--- src/rtl/mult_io_pkg.sv ---
// Shared definitions for the multiplier input conditioner.
//   db_state_e          : key debounce FSM state encoding
//   DEBOUNCE_CYCLES_DEF : default number of stable cycles that accept a level change
//   OPERAND_W           : width of the switch operand
package mult_io_pkg;

  typedef enum logic [1:0] {
    DB_RELEASED     = 2'd0,
    DB_PRESS_WAIT   = 2'd1,
    DB_HELD         = 2'd2,
    DB_RELEASE_WAIT = 2'd3
  } db_state_e;

  localparam int DEBOUNCE_CYCLES_DEF = 16;
  localparam int OPERAND_W           = 8;

endpackage

--- src/rtl/key_debounce.sv ---
// Synchronizer, debounce FSM and press-pulse generator for one active-low key.
// Build option: MULT_INPUT_DEBOUNCE_EN selects the counted debounce; without it
// a level is accepted after a single stable synchronized cycle and no counter exists.
// Ports:
//   clk_i       : clock
//   rst_i       : synchronous active-high reset
//   key_n_i     : raw asynchronous key, active-low
//   press_set_o : combinational strobe, high on the edge the FSM enters HELD from PRESS_WAIT
//   press_o     : registered one-cycle press pulse (high in the cycle after that edge)
module key_debounce
  import mult_io_pkg::*;
`ifdef MULT_INPUT_DEBOUNCE_EN
#(
  parameter int DEBOUNCE_CYCLES = DEBOUNCE_CYCLES_DEF
)
`endif
(
  input  logic clk_i,
  input  logic rst_i,
  input  logic key_n_i,
  output logic press_set_o,
  output logic press_o
);

  logic      key_s1_q;
  logic      key_s2_q;
  logic      key;
  logic      press_q;
  logic      settled;
  db_state_e state_q;
  db_state_e state_d;

  // Synchronizer flops reset to the released (high) level so a key held through
  // reset is seen as a fresh press once reset drops.
  always_ff @(posedge clk_i) begin
    if (rst_i) begin
      key_s1_q <= 1'b1;
      key_s2_q <= 1'b1;
      state_q  <= DB_RELEASED;
      press_q  <= 1'b0;
    end else begin
      key_s1_q <= key_n_i;
      key_s2_q <= key_s1_q;
      state_q  <= state_d;
      press_q  <= press_set_o;
    end
  end

  assign key = ~key_s2_q;

`ifdef MULT_INPUT_DEBOUNCE_EN
  localparam logic [15:0] LAST_CNT = 16'(DEBOUNCE_CYCLES - 1);

  logic [15:0] cnt_q;
  logic [15:0] cnt_d;

  function automatic logic [15:0] sat_inc(input logic [15:0] v);
    return (v == 16'hFFFF) ? v : v + 16'd1;
  endfunction

  assign settled = (cnt_q == LAST_CNT);

  always_ff @(posedge clk_i) begin
    if (rst_i) cnt_q <= '0;
    else       cnt_q <= cnt_d;
  end

  // Count only while staying in a wait state; any state change restarts at 0.
  always_comb begin
    cnt_d = '0;
    if ((state_d == state_q) &&
        ((state_q == DB_PRESS_WAIT) || (state_q == DB_RELEASE_WAIT)))
      cnt_d = sat_inc(cnt_q);
  end
`else
  assign settled = 1'b1;
`endif

  always_comb begin
    state_d     = state_q;
    press_set_o = 1'b0;
    unique case (state_q)
      DB_RELEASED: begin
        if (key) state_d = DB_PRESS_WAIT;
      end
      DB_PRESS_WAIT: begin
        if (!key) begin
          state_d = DB_RELEASED;
        end else if (settled) begin
          state_d     = DB_HELD;
          press_set_o = 1'b1;
        end
      end
      DB_HELD: begin
        if (!key) state_d = DB_RELEASE_WAIT;
      end
      DB_RELEASE_WAIT: begin
        // Bounce back to HELD is silent: only a fresh press from RELEASED pulses.
        if (key)          state_d = DB_HELD;
        else if (settled) state_d = DB_RELEASED;
      end
      default: state_d = DB_RELEASED;
    endcase
  end

  assign press_o = press_q;

endmodule

--- src/rtl/mult_input_conditioner.sv ---
// Front-end for the multiplier: debounces the Run and Reset/Load/Clear keys,
// synchronizes the operand switches, captures the operand on an RLC press and
// holds a one-deep Run request until the controller is Ready.
// Build option: MULT_INPUT_DEBOUNCE_EN enables the counted debounce
// (DEBOUNCE_CYCLES); without it the parameter has no effect and keys settle
// after one stable synchronized cycle.
// Ports:
//   Clk                : clock
//   Reset              : synchronous active-high reset
//   Run_n              : raw Run key, active-low
//   Reset_Load_Clear_n : raw RLC key, active-low
//   SW[7:0]            : raw operand switches
//   Ready              : controller can accept a run
//   Run                : one-cycle run request
//   Reset_Load_Clear   : one-cycle RLC pulse
//   Load_Data[7:0]     : switch value captured at the RLC press
//   Run_Pending        : debounced run press waiting for Ready
module mult_input_conditioner
  import mult_io_pkg::*;
#(
  parameter int DEBOUNCE_CYCLES = DEBOUNCE_CYCLES_DEF
) (
  input  logic                 Clk,
  input  logic                 Reset,
  input  logic                 Run_n,
  input  logic                 Reset_Load_Clear_n,
  input  logic [OPERAND_W-1:0] SW,
  input  logic                 Ready,
  output logic                 Run,
  output logic                 Reset_Load_Clear,
  output logic [OPERAND_W-1:0] Load_Data,
  output logic                 Run_Pending
);

  logic                 run_set;
  logic                 run_press_q;
  logic                 rlc_set;
  logic                 rlc_press_q;
  logic [OPERAND_W-1:0] sw_s1_q;
  logic [OPERAND_W-1:0] sw_s2_q;
  logic [OPERAND_W-1:0] load_q;
  logic [OPERAND_W-1:0] load_d;
  logic                 pend_q;
  logic                 pend_d;
  logic                 run_q;
  logic                 run_d;

`ifdef MULT_INPUT_DEBOUNCE_EN
  key_debounce #(.DEBOUNCE_CYCLES(DEBOUNCE_CYCLES)) u_run_key (
    .clk_i(Clk), .rst_i(Reset), .key_n_i(Run_n),
    .press_set_o(run_set), .press_o(run_press_q)
  );
  key_debounce #(.DEBOUNCE_CYCLES(DEBOUNCE_CYCLES)) u_rlc_key (
    .clk_i(Clk), .rst_i(Reset), .key_n_i(Reset_Load_Clear_n),
    .press_set_o(rlc_set), .press_o(rlc_press_q)
  );
`else
  key_debounce u_run_key (
    .clk_i(Clk), .rst_i(Reset), .key_n_i(Run_n),
    .press_set_o(run_set), .press_o(run_press_q)
  );
  key_debounce u_rlc_key (
    .clk_i(Clk), .rst_i(Reset), .key_n_i(Reset_Load_Clear_n),
    .press_set_o(rlc_set), .press_o(rlc_press_q)
  );

  logic [15:0] unused_debounce_cycles;
  assign unused_debounce_cycles = 16'(DEBOUNCE_CYCLES);
`endif

  // The run request is driven from the set strobe so Run and Run_Pending can
  // rise in the same cycle as the press pulse; the registered pulse is spare.
  logic unused_run_press;
  assign unused_run_press = run_press_q;

  always_ff @(posedge Clk) begin
    if (Reset) begin
      sw_s1_q <= '0;
      sw_s2_q <= '0;
      load_q  <= '0;
      pend_q  <= 1'b0;
      run_q   <= 1'b0;
    end else begin
      sw_s1_q <= SW;
      sw_s2_q <= sw_s1_q;
      load_q  <= load_d;
      pend_q  <= pend_d;
      run_q   <= run_d;
    end
  end

  // RLC has top priority: it clears the pending run and blocks Run on the same
  // edge. A run that just fired clears the request, absorbing any press that
  // lands while it was still pending.
  always_comb begin
    load_d = load_q;
    if (rlc_set) load_d = sw_s2_q;

    pend_d = pend_q;
    if (rlc_set)      pend_d = 1'b0;
    else if (run_q)   pend_d = 1'b0;
    else if (run_set) pend_d = 1'b1;

    run_d = (pend_q | run_set) & Ready & ~run_q & ~rlc_set;
  end

  assign Run              = run_q;
  assign Reset_Load_Clear = rlc_press_q;
  assign Load_Data        = load_q;
  assign Run_Pending      = pend_q;

endmodule

--- config.mk ---
export PLATFORM = sky130hd
export DESIGN_NAME = mult_input_conditioner
export DESIGN_NICKNAME = d
export VERILOG_FILES = /design/src/rtl/mult_io_pkg.sv /design/src/rtl/key_debounce.sv /design/src/rtl/mult_input_conditioner.sv
export SDC_FILE = /design/constraint.sdc
export NUM_CORES = 1
export LEC_CHECK = 0
export ABC_AREA = 1
export BUFFER_PORTS_ARGS = -buffer_cell sky130_fd_sc_hd__buf_2
export CAP_MARGIN = 20
export CORE_ASPECT_RATIO = 0.9
export CORE_MARGIN = 10
export CORE_UTILIZATION = 49
export CTS_BUF_LIST = sky130_fd_sc_hd__clkbuf_2 sky130_fd_sc_hd__clkbuf_4 sky130_fd_sc_hd__clkbuf_8
export DETAILED_ROUTE_END_ITERATION = 8
export PLACE_DENSITY = 0.76
export REMOVE_ABC_BUFFERS = 1
export SKIP_CTS_REPAIR_TIMING = 1
export SYNTH_ARGS = -nofsm -noshare
export SYNTH_HDL_FRONTEND = slang
export SYNTH_SLANG_ARGS = --single-unit
--- constraint.sdc ---
create_clock -name Clk -period 0.8 [get_ports Clk]
set_input_delay 0.24 -clock Clk [delete_from_list [all_inputs] [get_ports Clk]]
set_output_delay 0.24 -clock Clk [all_outputs]
set_load 0.02 [all_outputs]
Word-level counts from Yosys, hierarchy flattened --
Index checks and enable logic that the tools add are counted.
Operators by class: eq/ne operators 10, muxes and demuxes 12, bitwise gates (word level) 6, reduce and logical (&&, ||, !) cells 7
Operator list (number):
- 2-to-1 mux 2 bit | 6
- case mux 2 bit (3 select lines) | 2
- == test 2 bit, second input constant | 4
- == test 2 x 1 -> 1 bit, second input constant | 2
- logical NOT 2 bit | 2
- 2-to-1 mux 1 bit | 4
- inequality test 2 x 1 -> 1 bit, second input constant | 2
- inequality test 2 bit, second input constant | 2
- AND reduction 2 bit | 2
- OR reduction 2 bit | 2
- bitwise AND 1 bit | 3
- OR reduction 3 bit | 1
- inverter 1 bit | 2
- bitwise OR 1 bit | 1
Storage, ports and cells: flip-flop bits (word level) 35, word-level logic and storage cells 47

Longest topological paths before layout --
word-level depth 6, depth in mapped cells 5

Modules after synthesis --
From an unflattened synthesis, not the netlist that was laid out.
Unflattened totals: cell total of the unflattened synthesis 135, area, all modules 1162.4 um^2
Modules (own cells, without submodules):
- mult_input_conditioner | times used 1, cells each 95, area each 827.0 um^2, seq. area each 520.5 um^2
- key_debounce | times used 2, cells each 20, area each 167.7 um^2, seq. area each 100.1 um^2

Worst setup path before layout --
Ideal clock, no wire load.
kind reg2reg, start point reg with a tool-made name, end point reg load_q[0] (netlist: Load_Data[0]), library setup time 0.116 ns, data arrival time 0.755 ns, required time 0.684 ns, path slack -0.071 ns, cell stages (with the launch flop) 5, path buffers 0, cell sequence dfxtp_1 -> nor2_2 -> nand2_4 -> o21ai_0 -> nor2_1
RTL lines:
- end signal: assignment | RTL line mult_input_conditioner.sv:86 | load_q <= load_d;
- end: declaration | RTL line mult_input_conditioner.sv:41 | logic [OPERAND_W-1:0] load_q;

Worst setup path in the final report --
start point reg load_q[4] (netlist: Load_Data[4]), end point out Load_Data[4]
RTL lines:
- end: declaration | RTL line mult_input_conditioner.sv:31 | output logic [OPERAND_W-1:0] Load_Data,
No word-level cell between the ends.

==> impl_metrics.ini <==
[placed_design]
gp_congestion = 0.7668
portBuffers = 23
hpwlAfterDp_mm = 1.441
dp.cells = 184
post_dp_cell_area_um2 = 1321

[power_and_ir_drop]
p_sw_share_pct = 21.31
seqPwrFrac_pct = 58.6
combinationalPowerShare_pct = 6.3
p_switching_w = 0.0006619
intPower_w = 0.002445
power_density_nw_per_um2 = 1991
total_leakage_power_nw = 0.7758
ir_worst_vdd_uv = 1400
clock_power_share_pct = 35.2

[detailed_routing]
ant_nets = 0
first_pass_iters = 4
drt-initial-drc-count = 52
drt_wl_total_mm = 2.115
drc_errors = 0
wl_per_cell_um = 10.90
viasPerCell = 4.407
via_count = 855

[sta]
finalCritPeriodShare_pct = 128.7
max_slew_margin_pct = 87.19
setup_ws_ns = -0.2294
maxSlewViolCount = 0
max_freq_mhz = 971.5
post-route-min-period_ns = 1.029
setup_violations = 23
rsz0062_at_grt = yes
tightestPinTransition_ns = 0.1916
hold_viol_final = 0
skew_ns = 0.002607

[layout]
area_growth_pct = 42.19
diodes = 0
final_layout_size_suffix_gt1_share_pct = 46.71
layout_commonest_cell = nor2_1
final_cells = 194
nFillCells = 155
stdcell_area_um2 = 1560
layout_common_cells = nor2_1, inv_1, dfxtp_1, dfxtp_2, buf_6
layout.nets = 179

[clock_network]
root_buffer = clkbuf_4
cts_tree = done
clock-sinks = 35
htreeDepth = 2
clk_pin_slew_ns = 0.10
clk_path_buf_depth = 2
insertion_delay_ns = 0.33
cts_buffers = 5

[synth]
seq_area_frac_synth_pct = 63.85
synth_area_um2 = 1097
synthCells = 125
ys_types = 18
syn-mean-instance-area_um2 = 8.778
synth_warnings = 0
synth-seq-cells = 35

[floorplanning]
die_w_um = 69.88
num_rows = 16
core_um2 = 2162
die_h_um = 64.90
initial_core_util_pct = 50.75
io_pins = 24
die_area_um2 = 4535

[critical_path]
critPathBufInv = 1
critPathRequiredTime_ns = 0.56
crit_arrival_ns = 0.79
path_cells = buf_6
critPathLaunchType = register
crit_path_end_kind = output pin
path_class = register to output pin
cp_max_fo = 2
cp_top_family = flip-flops
cp_slowest_cell = dfxtp_2
cpPeakStageDelay_ns = 0.35

[grt]
grt_max_degree = 11
grt_pass1_vias = 838
overflow = 0
grt_pass1_wl_mm = 3.339
antenna_found_initial = 0
grt.total_usage_pct = 9.085

[hold_path]
holdCritPathClass = primary input to register

[flow_run]
cap_violations = 0

[outcome]
violations = setup timing
status = finished with violations
## final timing paths
kind	startpoint	end	slack, ns	cells after the start
min reg2reg	sw_s1_q[3]$_SDFF_PP0_	sw_s2_q[3]$_SDFF_PP0_	0.41	2
max reg2reg	u_rlc_key.key_s2_q$_SDFF_PP1_	Load_Data[3]$_SDFFE_PP0P_	-0.20	4
min	Reset_Load_Clear_n	u_rlc_key.key_s1_q$_SDFF_PP1_	0.09	2
max	Load_Data[4]$_SDFFE_PP0P_	Load_Data[4]	-0.23	1
## synth_stat cells, drive strengths merged
cell type  number  area [µm²]
clkinv          1       8.760
o31ai           1       7.510
nand3           2       10.01
inv            23       86.33
or2             4       25.03
dfxtp          35       700.7
o21ai           9       45.04
xor2            1       8.760
nor3            1       5.000
nand2           6       30.03
buf             3       15.01
a21oi           2       10.01
nor2           36       137.6
nand3b          1       7.510
## layout make-up
cell class | instances | area, µm² | area share (%)
sequential | 35 | 721.9 | 46.27
multi-input combinational | 64 | 344.1 | 22.05
timing repair buffer | 36 | 292.8 | 18.77
inverter | 24 | 95.09 | 6.095
clock buffer | 8 | 72.57 | 4.651
tap | 27 | 33.78 | 2.165
## logic make-up after synthesis
kind of cell              after synthesis  share of synthesized area [%]
and+or+nand+nor                        50                          19.61
DFF                                    35                          63.85
buffers and inverters                  27                          10.03
AOI/OAI and AO/OA                      12                          5.701
xor gates and xnor gates                1                         0.7983
## per-layer routing
layer / routed length [µm] / share of wire [%] / track usage (%)
met5: 0 / 0 / 0
met4: 71 / 3.4 / 7.389
met3: 138 / 6.5 / 4.566
met2: 1003 / 47 / 15.05
met1: 901 / 43 / 8.392
## power by group through the flow
stage / clock network [W] / registers [W] / logic [W]
4_1_cts: 0.00113 / 0.00181 / 0.000168
3_5_place_dp: 0 / 0.00185 / 0.000168
2_1_floorplan: 0 / 0.00186 / 0.0000675
3_3_place_gp: 0 / 0.00185 / 0.000160
5_1_grt: 0.00120 / 0.00183 / 0.000221
6_report: 0.00109 / 0.00182 / 0.000195
## metrics by stage
stage	hold WS [ns]	total power (W)	setup TNS, ns	worst slack (ns)	util [%]
final	0.09009	0.003107	-3.973	-0.2294	72.16
after global routing	0.08091	0.003247	-5.034	-0.2687	72.16
after CTS	0.07523	0.003112	-4.642	-0.3382	64.47
after detailed placement	0.3946	0.002021	-1.524	-0.1833	61.11
after global placement	0.3868	0.002012	-1.159	-0.1372	61.11
after floorplan	0.3112	0.001923	-0.5674	-0.07093	-
(Power assumes the default switching activity.)
